===== src/rtl/ofs_fim_pcie_pkg.sv =====
// ofs_fim_pcie_pkg: FLR function record and sequencer state shared with the PCIe subsystem BFM.
package ofs_fim_pcie_pkg;
  localparam int FLR_PF_W = 3;
  localparam int FLR_VF_W = 11;
  typedef struct packed {
    logic [FLR_PF_W-1:0] pf;
    logic [FLR_VF_W-1:0] vf;
    logic                vf_active;
  } t_flr_func;
  typedef enum logic [1:0] {FLR_IDLE, FLR_ASSERT, FLR_DRAIN, FLR_RESP} t_flr_state;
endpackage


===== src/rtl/host_flr_sequencer_if.sv =====
// host_flr_sequencer_if: FLR request/response, function-reset and status signals of the sequencer.
interface host_flr_sequencer_if #(
  parameter int PF_WIDTH   = 3,
  parameter int VF_WIDTH   = 11,
  parameter int FIFO_DEPTH = 8
);
  logic                        flr_req_valid;
  logic [PF_WIDTH-1:0]         flr_req_pf;
  logic [VF_WIDTH-1:0]         flr_req_vf;
  logic                        flr_req_vf_active;
  logic                        port_idle;
  logic                        func_rst_valid;
  logic [PF_WIDTH-1:0]         func_rst_pf;
  logic [VF_WIDTH-1:0]         func_rst_vf;
  logic                        func_rst_vf_active;
  logic                        flr_rsp_valid;
  logic [PF_WIDTH-1:0]         flr_rsp_pf;
  logic [VF_WIDTH-1:0]         flr_rsp_vf;
  logic                        flr_rsp_vf_active;
  logic                        busy;
  logic [$clog2(FIFO_DEPTH):0] pending_cnt;
  logic                        overflow_err;
  logic                        timeout_err;
  modport master (
    output flr_req_valid, flr_req_pf, flr_req_vf, flr_req_vf_active, port_idle,
    input  func_rst_valid, func_rst_pf, func_rst_vf, func_rst_vf_active,
    input  flr_rsp_valid, flr_rsp_pf, flr_rsp_vf, flr_rsp_vf_active,
    input  busy, pending_cnt, overflow_err, timeout_err
  );
  modport slave (
    input  flr_req_valid, flr_req_pf, flr_req_vf, flr_req_vf_active, port_idle,
    output func_rst_valid, func_rst_pf, func_rst_vf, func_rst_vf_active,
    output flr_rsp_valid, flr_rsp_pf, flr_rsp_vf, flr_rsp_vf_active,
    output busy, pending_cnt, overflow_err, timeout_err
  );
endinterface


===== src/rtl/host_flr_req_fifo.sv =====
// host_flr_req_fifo: synchronous FIFO with full/empty/count; a write into a full FIFO is dropped unless a pop frees a slot the same cycle.
module host_flr_req_fifo #(
  parameter int W     = 15,
  parameter int DEPTH = 8
) (
  input  logic                     clk,
  input  logic                     rst,
  input  logic                     i_wr,
  input  logic [W-1:0]             i_data,
  input  logic                     i_rd,
  output logic [W-1:0]             o_data,
  output logic                     o_full,
  output logic                     o_empty,
  output logic [$clog2(DEPTH):0]   o_count
);
  localparam int AW = $clog2(DEPTH);
  logic [W-1:0]  r_mem [DEPTH];
  logic [AW-1:0] r_wp, r_rp;
  logic [AW:0]   r_cnt;
  logic          w_rd, w_wr;
  assign o_empty = r_cnt == '0;
  assign o_full  = r_cnt == (AW+1)'(DEPTH);
  assign o_count = r_cnt;
  assign o_data  = r_mem[r_rp];
  assign w_rd    = i_rd && !o_empty;
  assign w_wr    = i_wr && (!o_full || w_rd);
  always_ff @(posedge clk) begin
    if (rst) begin
      r_wp  <= '0;
      r_rp  <= '0;
      r_cnt <= '0;
    end else begin
      if (w_wr) r_mem[r_wp] <= i_data;
      if (w_wr) r_wp <= r_wp + AW'(1);
      if (w_rd) r_rp <= r_rp + AW'(1);
      r_cnt <= r_cnt + (AW+1)'(w_wr) - (AW+1)'(w_rd);
    end
  end
endmodule


===== src/rtl/host_flr_sequencer.sv =====
// host_flr_sequencer: queues FLR requests, pulses the function reset, waits for drain, returns the FLR response.
// Optional drain timeout enabled by defining HOST_FLR_DRAIN_TIMEOUT_EN.
module host_flr_sequencer
  import ofs_fim_pcie_pkg::*;
#(
  parameter int PF_WIDTH      = FLR_PF_W,
  parameter int VF_WIDTH      = FLR_VF_W,
  parameter int FIFO_DEPTH    = 8,
  parameter int RST_CYCLES    = 16,
  parameter int DRAIN_TIMEOUT = 4096
) (
  input logic                 clk,
  input logic                 reset,
  host_flr_sequencer_if.slave bus
);
  localparam int FW   = PF_WIDTH + VF_WIDTH + 1;
  localparam int MAXC = RST_CYCLES > DRAIN_TIMEOUT ? RST_CYCLES : DRAIN_TIMEOUT;
  localparam int CW   = $clog2(MAXC + 1);
  t_flr_state    r_state, w_next;
  logic [FW-1:0] r_func, w_head, w_out;
  logic [CW-1:0] r_cnt;
  logic          r_ovf, w_full, w_empty, w_pop, w_act;
  host_flr_req_fifo #(.W(FW), .DEPTH(FIFO_DEPTH)) u_fifo (
    .clk     (clk),
    .rst     (reset),
    .i_wr    (bus.flr_req_valid),
    .i_data  ({bus.flr_req_pf, bus.flr_req_vf, bus.flr_req_vf_active}),
    .i_rd    (w_pop),
    .o_data  (w_head),
    .o_full  (w_full),
    .o_empty (w_empty),
    .o_count (bus.pending_cnt)
  );
  assign w_pop = r_state == FLR_IDLE && !w_empty;
`ifdef HOST_FLR_DRAIN_TIMEOUT_EN
  logic r_tmo, w_tmo;
  assign w_tmo = r_state == FLR_DRAIN && !bus.port_idle && r_cnt == CW'(DRAIN_TIMEOUT - 1);
  always_ff @(posedge clk) begin
    if (reset) r_tmo <= 1'b0;
    else       r_tmo <= r_tmo | w_tmo;
  end
  assign bus.timeout_err = r_tmo;
`else
  logic w_tmo;
  assign w_tmo = 1'b0;
  assign bus.timeout_err = 1'b0;
`endif
  always_comb begin
    w_next = r_state;
    case (r_state)
      FLR_IDLE:   w_next = w_empty ? FLR_IDLE : FLR_ASSERT;
      FLR_ASSERT: w_next = r_cnt == CW'(RST_CYCLES - 1) ? FLR_DRAIN : FLR_ASSERT;
      FLR_DRAIN:  w_next = (bus.port_idle || w_tmo) ? FLR_RESP : FLR_DRAIN;
      default:    w_next = FLR_IDLE;
    endcase
  end
  // The cycle counter restarts on every state change, so ASSERT and DRAIN each count from their first cycle.
  always_ff @(posedge clk) begin
    if (reset) begin
      r_state <= FLR_IDLE;
      r_func  <= '0;
      r_cnt   <= '0;
      r_ovf   <= 1'b0;
    end else begin
      r_state <= w_next;
      if (w_pop) r_func <= w_head;
      r_cnt   <= w_next != r_state ? '0 : r_cnt + CW'(1);
      r_ovf   <= r_ovf | (bus.flr_req_valid & w_full & ~w_pop);
    end
  end
  assign w_act = r_state != FLR_IDLE;
  assign w_out = w_act ? r_func : '0;
  assign {bus.func_rst_pf, bus.func_rst_vf, bus.func_rst_vf_active} = w_out;
  assign {bus.flr_rsp_pf, bus.flr_rsp_vf, bus.flr_rsp_vf_active}    = w_out;
  assign bus.func_rst_valid = r_state == FLR_ASSERT;
  assign bus.flr_rsp_valid  = r_state == FLR_RESP;
  assign bus.busy           = w_act || !w_empty;
  assign bus.overflow_err   = r_ovf;
endmodule


===== src/flat_wrapper.sv =====
// flat-port wrapper written by rule: the top's interface ports become plain ports
module host_flr_sequencer_flat import ofs_fim_pcie_pkg::*;
#(
  parameter int PF_WIDTH      = FLR_PF_W,
  parameter int VF_WIDTH      = FLR_VF_W,
  parameter int FIFO_DEPTH    = 8,
  parameter int RST_CYCLES    = 16,
  parameter int DRAIN_TIMEOUT = 4096
)
  (clk, reset, bus_flr_req_valid, bus_flr_req_pf, bus_flr_req_vf, bus_flr_req_vf_active, bus_port_idle, bus_func_rst_valid, bus_func_rst_pf, bus_func_rst_vf, bus_func_rst_vf_active, bus_flr_rsp_valid, bus_flr_rsp_pf, bus_flr_rsp_vf, bus_flr_rsp_vf_active, bus_busy, bus_pending_cnt, bus_overflow_err, bus_timeout_err);
  host_flr_sequencer_if #(.PF_WIDTH(PF_WIDTH), .VF_WIDTH(VF_WIDTH), .FIFO_DEPTH(FIFO_DEPTH)) bus_i ();
  input logic clk;
  input logic reset;
  input wire logic [$bits(bus_i.flr_req_valid)-1:0] bus_flr_req_valid;
  input wire logic [$bits(bus_i.flr_req_pf)-1:0] bus_flr_req_pf;
  input wire logic [$bits(bus_i.flr_req_vf)-1:0] bus_flr_req_vf;
  input wire logic [$bits(bus_i.flr_req_vf_active)-1:0] bus_flr_req_vf_active;
  input wire logic [$bits(bus_i.port_idle)-1:0] bus_port_idle;
  output wire logic [$bits(bus_i.func_rst_valid)-1:0] bus_func_rst_valid;
  output wire logic [$bits(bus_i.func_rst_pf)-1:0] bus_func_rst_pf;
  output wire logic [$bits(bus_i.func_rst_vf)-1:0] bus_func_rst_vf;
  output wire logic [$bits(bus_i.func_rst_vf_active)-1:0] bus_func_rst_vf_active;
  output wire logic [$bits(bus_i.flr_rsp_valid)-1:0] bus_flr_rsp_valid;
  output wire logic [$bits(bus_i.flr_rsp_pf)-1:0] bus_flr_rsp_pf;
  output wire logic [$bits(bus_i.flr_rsp_vf)-1:0] bus_flr_rsp_vf;
  output wire logic [$bits(bus_i.flr_rsp_vf_active)-1:0] bus_flr_rsp_vf_active;
  output wire logic [$bits(bus_i.busy)-1:0] bus_busy;
  output wire logic [$bits(bus_i.pending_cnt)-1:0] bus_pending_cnt;
  output wire logic [$bits(bus_i.overflow_err)-1:0] bus_overflow_err;
  output wire logic [$bits(bus_i.timeout_err)-1:0] bus_timeout_err;
  assign bus_i.flr_req_valid = bus_flr_req_valid;
  assign bus_i.flr_req_pf = bus_flr_req_pf;
  assign bus_i.flr_req_vf = bus_flr_req_vf;
  assign bus_i.flr_req_vf_active = bus_flr_req_vf_active;
  assign bus_i.port_idle = bus_port_idle;
  assign bus_func_rst_valid = bus_i.func_rst_valid;
  assign bus_func_rst_pf = bus_i.func_rst_pf;
  assign bus_func_rst_vf = bus_i.func_rst_vf;
  assign bus_func_rst_vf_active = bus_i.func_rst_vf_active;
  assign bus_flr_rsp_valid = bus_i.flr_rsp_valid;
  assign bus_flr_rsp_pf = bus_i.flr_rsp_pf;
  assign bus_flr_rsp_vf = bus_i.flr_rsp_vf;
  assign bus_flr_rsp_vf_active = bus_i.flr_rsp_vf_active;
  assign bus_busy = bus_i.busy;
  assign bus_pending_cnt = bus_i.pending_cnt;
  assign bus_overflow_err = bus_i.overflow_err;
  assign bus_timeout_err = bus_i.timeout_err;
  host_flr_sequencer #(.PF_WIDTH(PF_WIDTH), .VF_WIDTH(VF_WIDTH), .FIFO_DEPTH(FIFO_DEPTH), .RST_CYCLES(RST_CYCLES), .DRAIN_TIMEOUT(DRAIN_TIMEOUT)) u_core (.clk(clk), .reset(reset), .bus(bus_i));
endmodule

===== config.mk =====
export PLATFORM = sky130hd
export DESIGN_NAME = host_flr_sequencer_flat
export DESIGN_NICKNAME = d
export VERILOG_FILES = /design/src/rtl/ofs_fim_pcie_pkg.sv /design/src/rtl/host_flr_sequencer_if.sv /design/src/rtl/host_flr_req_fifo.sv /design/src/rtl/host_flr_sequencer.sv /design/src/flat_wrapper.sv
export SDC_FILE = /design/constraint.sdc
export NUM_CORES = 1
export LEC_CHECK = 0
export CAP_MARGIN = 25
export CORE_AREA = 3 3 139 208
export DETAILED_ROUTE_END_ITERATION = 7
export DIE_AREA = 0 0 142 211
export PLACE_DENSITY_LB_ADDON = 0.25
export SYNTH_ARGS = -nofsm -noshare
export SYNTH_HDL_FRONTEND = slang
export SYNTH_HIERARCHICAL = 1
export SYNTH_SLANG_ARGS = --single-unit
export TNS_END_PERCENT = 5

===== constraint.sdc =====
create_clock -name clk -period 3.9 [get_ports clk]
set_input_delay 0.39 -clock clk [delete_from_list [all_inputs] [get_ports clk]]
set_output_delay 0.39 -clock clk [all_outputs]
set_load 0.005 [all_outputs]

==> results of run 1 <==
## critical path: cells and delay by family (launching register included)
kind          cells  cell delay (ps)
xor+xnor          1              160
mux               1              240
fa+ha+maj         3              770
flops             1              340
simple gates      4             1100
buf+inv           3              410
## power by group through the flow
stage / clock network (µW) / registers [µW] / logic (µW)
after global placement: 0 / 2280 / 1180
after floorplan: 0 / 2170 / 899
after global routing: 1740 / 2240 / 1360
after CTS: 1660 / 2230 / 1250
final: 1610 / 2220 / 1220
after detailed placement: 0 / 2260 / 1240
## logic make-up after synthesis
kind of cell,synth area share (%)
AO/OA/AOI/OAI,2.81
XOR/XNOR,1.56
adder cells (fa/ha/maj),1.78
buffers and inverters,3.92
flip-flops,66.6
multiplexers,13.2
other,0.0557
AND/OR/NAND/NOR,10.1
## metrics by stage
stage / power, µW / setup slack (ps)
detailed placement: 3500 / 750
floorplan: 3070 / 433
CTS: 5130 / 733
global route: 5340 / 528
finish: 5040 / 767
global placement: 3460 / 851
## cells in the mapped netlist, types with 2 or more instances
library cell and count:
edfxtp_1 120, dfxtp_1 44, nand2_1 41, mux4_2 30, nor2_1 28, nor2b_1 22
a21oi_1 20, mux2_2 17, buf_4 16, clkbuf_1 10, inv_1 10, ha_1 8
nor3_1 8, xnor2_1 8, nand3_1 7, nand4_1 7, buf_2 5, xor2_1 4
nand2b_1 3, buf_6 2, mux2i_1 2, nor3b_1 2, nor4_1 2, o21ai_1 2
or3_1 2, or3b_1 2
## cell type report
cell class / count / area, µm² / area share (%)
clock buffers: 17 / 425 / 5.18
clock inverters: 15 / 158 / 1.92
inverters: 11 / 41.3 / 0.503
multi-input cells: 236 / 2010 / 24.4
flip-flops and latches: 164 / 4490 / 54.6
well taps: 342 / 428 / 5.21
repair buffers: 69 / 671 / 8.16
## worst paths after layout
kind         slack (ps)                     start                       end  depth (start not counted)
min reg2reg         450          u_core/r_func[4]          u_core/r_func[4]                          2
min                 450          u_core/r_func[4]          u_core/r_func[4]                          2
max reg2reg         770  u_core/u_fifo/o_count[2]  u_core/u_fifo/o_count[2]                         12
max                 770  u_core/u_fifo/o_count[2]  u_core/u_fifo/o_count[2]                         12
## state kept, by name (all words and copies together) (netlist names), named ones only
| signal | count |
|---|---|
| u_core/u_fifo/r_mem | 120 |
| u_core/r_func | 15 |
| u_core/r_cnt | 13 |
| u_core/u_fifo/o_count | 4 |
| u_core/u_fifo/r_rp | 3 |
| u_core/u_fifo/r_wp | 3 |
| u_core/r_state | 2 |
| u_core/bus.overflow_err | 1 |
## routing by layer
layer  global-route usage [%]  vias up  part of all wire, %
met5                        0        -                    0
met4                     3.61        0                  1.2
met3                     2.22        9                  3.2
met2                     17.3       69                   54
met1                     11.2     1908                   42
li1                         -     1751                    -
==> results.md, run 1 <==
- Run status: finished clean
- Synthesized flop and latch total: 164
- Final cell utilization of the core: 30.1%
- Power share of the clock group: 31.9%
- Count of final setup violators: 0
- Synth async-reset ratio: 0%
- Leakage: 0.00260 µW
- Row count: 74
- Drt first pass iters: 4
- Max incr delay on CP: 480 ps
- ANT cells: 0
- Int Pwr: 3530 µW
- H-tree levels: 4
- Setup Fix Bufs, Post-CTS: 0
- DR vias: 3737
- Max_cap viols: 0
- Hold crit path type: reg2reg
- Startpoint types: flip-flop
- VDD IR max: 0.262 mV
- Register area share after synthesis: 66.6%
- Top_reg_cell synth: edfxtp_1
- Placed Area: 7630 µm²
- Post-Syn Instances: 446
- Net count, final: 527
- Gr ovfl total: 0
- Starting Density: 24.7%
- Drt drc: 0
- RD Place Congestion: 0.728
- Switching power: 1510 µW
- Worst-Skew Late Latency: 420 ps
- Mean post-synth cell area: 15.1 µm²
- Filler Cells Inserted: 2687
- Crit path cell chain: inv_1 > ha_1 > nor3b_1 > or3_1 > inv_2 > nor2b_1 > mux2i_1 > ha_1 > inv_1 > fa_1 > xor2_1 > nor2_1
- Syn. warnings: 6
- Setup crit end kind: flip-flop
- Combinational fraction of design power: 24.1%
- Post-cts gate resize count: 0
- Die height: 211 µm
- Clock Sinks: 164
- Post-synth top area cell: edfxtp_1
- Most frequent cells in the layout: 120 x edfxtp_1, 56 x clkdlybuf4s50_1, 43 x dfxtp_1, 41 x nand2_1, 30 x mux4_2
- Pwr dens: 614 nW/µm²
- Mapped cell area: 6730 µm²
- Worst Max-Slew Pin Slew: 805 ps
- Synthesis-to-finish area growth: 22.0%
- WL per Instance: 16.6 µm
- Sequential power share: 44.0%
- TritonCTS clock tree: done
- Core area: 27300 µm²
- CP max-delay cell: nor2b_1
- # placed instances: 822
- Clock Tree Buf Depth: 2
- All-layer global routing usage: 9.69%
- Hpwl dp: 10000 µm
- Clock skew: 19.0 ps
- EDFF count, synth: 120
- Die width: 142 µm
- DR iter-0 viols: 229
- Fraction of layout cells with a size suffix above 1: 20.3%
- Setup TNS: 0 ps
- Maximum clock frequency: 319 MHz
- Sw Share: 29.9%
- WHS: 450 ps
- Net Count, Synth: 474
- Total wire length: 14100 µm
- Yosys cell types: 50
- Synth top area share: 53.5%
- Top post-synthesis cells by area: edfxtp_1 54%, dfxtp_1 13%, mux4_2 10%
- Routed Antenna Nets: 0
- Unrepaired setup endpoints after global routing: no
- CP Class: reg2reg
- Antenna violations before repair: 0
- Ports: 58
- Final instance area: 8210 µm²
- Max Fanout on Critical Path: 18
- Crit path required time: 4210 ps
- Most common cell after layout, fill and taps aside: edfxtp_1
- Worst Path Arrival: 3450 ps
- Number of CTS-inserted buffers: 17
- Slew Limit Fails: 0
- Port bufs: 56
- Root Driver: clkbuf_16
- Period minus WS final: 3130 ps
- Final Hold Fails: 0
- Via/cell ratio: 4.38
- Slew HR: 46.3%
- Final Instance Count excl. Fillers: 854
- Largest net degree at the start of global routing: 31
- Fin crit share: 80.3%
- Clock Pin Slew Worst Setup and Hold Paths: 70 ps
- First-pass GRT wire length: 21800 µm
- Die area: 30000 µm²
- Vias in the first global route: 3895
- Cts hold-fix bufs: 0
(Power assumes the default switching activity.)
==> run 2: changes to the inputs <==
==> constraint.sdc (replaced) <==
create_clock -name clk -period 2.9 [get_ports clk]
set_input_delay 0.29 -clock clk [delete_from_list [all_inputs] [get_ports clk]]
set_output_delay 0.29 -clock clk [all_outputs]
set_load 0.005 [all_outputs]
==> results.md, run 2 (synthesis results as in run 1) <==
- Die width: 142 µm
- RD Place Congestion: 0.728
- Crit path required time: 3200 ps
- Crit path cell chain: inv_1 > ha_1 > nor3b_1 > or3_1 > inv_2 > nor2b_1 > mux2i_1 > ha_1 > inv_1 > fa_1 > xor2_1 > nor2_1
- Ports: 58
- Most frequent cells in the layout: 120 x edfxtp_1, 56 x clkdlybuf4s50_1, 43 x dfxtp_1, 41 x nand2_1, 30 x mux4_2
- Worst Max-Slew Pin Slew: 865 ps
- Unrepaired setup endpoints after global routing: no
- Global Route met2 Usage: 18.1%
- Largest net degree at the start of global routing: 31
- Slew HR: 42.3%
- DR vias: 3745
- Core area: 27300 µm²
- Hold-critical path depth: 2
- Fraction of layout cells with a size suffix above 1: 21.5%
- Clock Sinks: 164
- Row count: 74
- Count of final setup violators: 0
- CP Class: reg2reg
- Pwr dens: 818 nW/µm²
- Root Driver: clkbuf_16
- Most common cell after layout, fill and taps aside: edfxtp_1
- Drt drc: 0
- Worst-Skew Late Latency: 420 ps
- All-layer global routing usage: 9.85%
- Max_cap viols: 0
- VDD IR max: 0.302 mV
- Critical Path Source: u_core/u_fifo/o_count[2]
- GRT busiest layer: met2
- Synthesis-to-finish area growth: 22.9%
- Area of the multi-input gates: 2010 µm²
- FF-to-FF Start: u_core/u_fifo/o_count[2]
- Clock skew: 9.34 ps
- Vias in the first global route: 3941
- Final WS setup: 360 ps
- Routed Antenna Nets: 0
- Met1 GRT Util: 10.8%
- Top flop regs: u_core/u_fifo/r_mem: 120 flops, u_core/r_func: 15 flops, u_core/r_cnt: 13 flops
- Setup Fix Bufs, Post-CTS: 0
- Fin crit share: 87.6%
- Max Fanout on Critical Path: 3
- H-tree levels: 4
- Worst R2R End: u_core/u_fifo/o_count[2]
- Starting Density: 24.7%
- Period minus WS final: 2540 ps
- M3 GR Usage: 2.81%
- Hold crit path type: reg2reg
- Final cell utilization of the core: 30.3%
- ANT cells: 0
- Clock Pin Slew Worst Setup and Hold Paths: 60 ps
- Worst Path Arrival: 2840 ps
- Total wire length: 14100 µm
- Port bufs: 56
- WHS Endpoint: u_core/r_func[9]
- Placed Area: 7740 µm²
- Net count, final: 541
- First-pass GRT wire length: 22300 µm
- Drt first pass iters: 4
- Reg2Reg Setup Slack: 360 ps
- Setup TNS: 0 ps
- Die height: 211 µm
- DR iter-0 viols: 219
- Sequential cell area: 4490 µm²
- Setup crit end kind: flip-flop
- R2R depth: 12
- Gr ovfl total: 0
- Largest register FFs: 120
- Filler Cells Inserted: 2658
- CP max-delay cell: fa_1
- Clock Tree Buf Depth: 2
- Startpoint types: flip-flop
- Final instance area: 8280 µm²
- Cts hold-fix bufs: 0
- Largest Register: u_core/u_fifo/r_mem
- Antenna violations before repair: 0
- CP Depth: 12
- Die area: 30000 µm²
- TritonCTS clock tree: done
- Final Instance Count excl. Fillers: 868
- Maximum clock frequency: 394 MHz
- Via/cell ratio: 4.31
- Hold path startpoint: u_core/r_func[9]
- # placed instances: 836
- Slew Limit Fails: 0
- Crit path max-delay family: adder cells
- Max incr delay on CP: 370 ps
- Hpwl dp: 10100 µm
- CP Buf/Inv Count: 3
- Post-Place Worst Slack: 359 ps
- Leakage: 0.00264 µW
- WL per Instance: 16.3 µm
- Run status: finished clean
- Post-cts gate resize count: 0
- Final Hold Fails: 0
- Number of CTS-inserted buffers: 17
## run 2: cell count changes in the layout (fill, tap and decap cells not counted), moves of 3 or more
cell | previous run | this run
inv_8 | 5 | 0
clkinv_1 | 0 | 3
clkinvlp_4 | 1 | 4
inv_6 | 5 | 2
buf_4 | 12 | 26
## run 2: worst max-delay path by stage
stage                                 to  slack [ps]
6_report        u_core/u_fifo/o_count[2]         360
5_1_grt         u_core/u_fifo/o_count[2]         180
4_1_cts         u_core/u_fifo/o_count[2]         330
3_5_place_dp    u_core/u_fifo/o_count[2]         360
3_3_place_gp    u_core/u_fifo/o_count[2]         370
2_1_floorplan  u_core/u_fifo/r_mem[7][0]        -150
## run 2: metal layers
layer / share of wire (%) / wire (µm) / up-vias
li1: - / - / 1782
met4: 1.4 / 203 / 0
met3: 3.1 / 444 / 17
met1: 40 / 5620 / 1888
met2: 56 / 7850 / 58
met5: 0 / 0 / -
## run 2: report_power, final
group | switching (µW) | leakage (µW) | internal [µW]
sequential | 190 | 0.00144 | 2770
combinational | 849 | 0.000949 | 897
clock | 891 | 0.000252 | 1170
## run 2: per-stage QoR
step	power, µW	hold WS, ps
finish	6770	451
global placement	4770	450
CTS	6900	455
floorplan	4140	389
global route	7180	484
detailed placement	4800	446
## run 2: tightest hold or removal path, cell delays in order, from the launching register on
cell	delay, ps
dfxtp_1	310
nand2_1	50
a21oi_1	50
## run 2: area by class of cell
| type | instances | area share (%) |
|---|---|---|
| clock buffers | 19 | 5.23 |
| clock inverters | 13 | 1.30 |
| inverters | 11 | 0.499 |
| flip-flops and latches | 164 | 54.2 |
| well taps | 342 | 5.17 |
| repair buffers | 83 | 9.37 |
| multi-input cells | 236 | 24.2 |
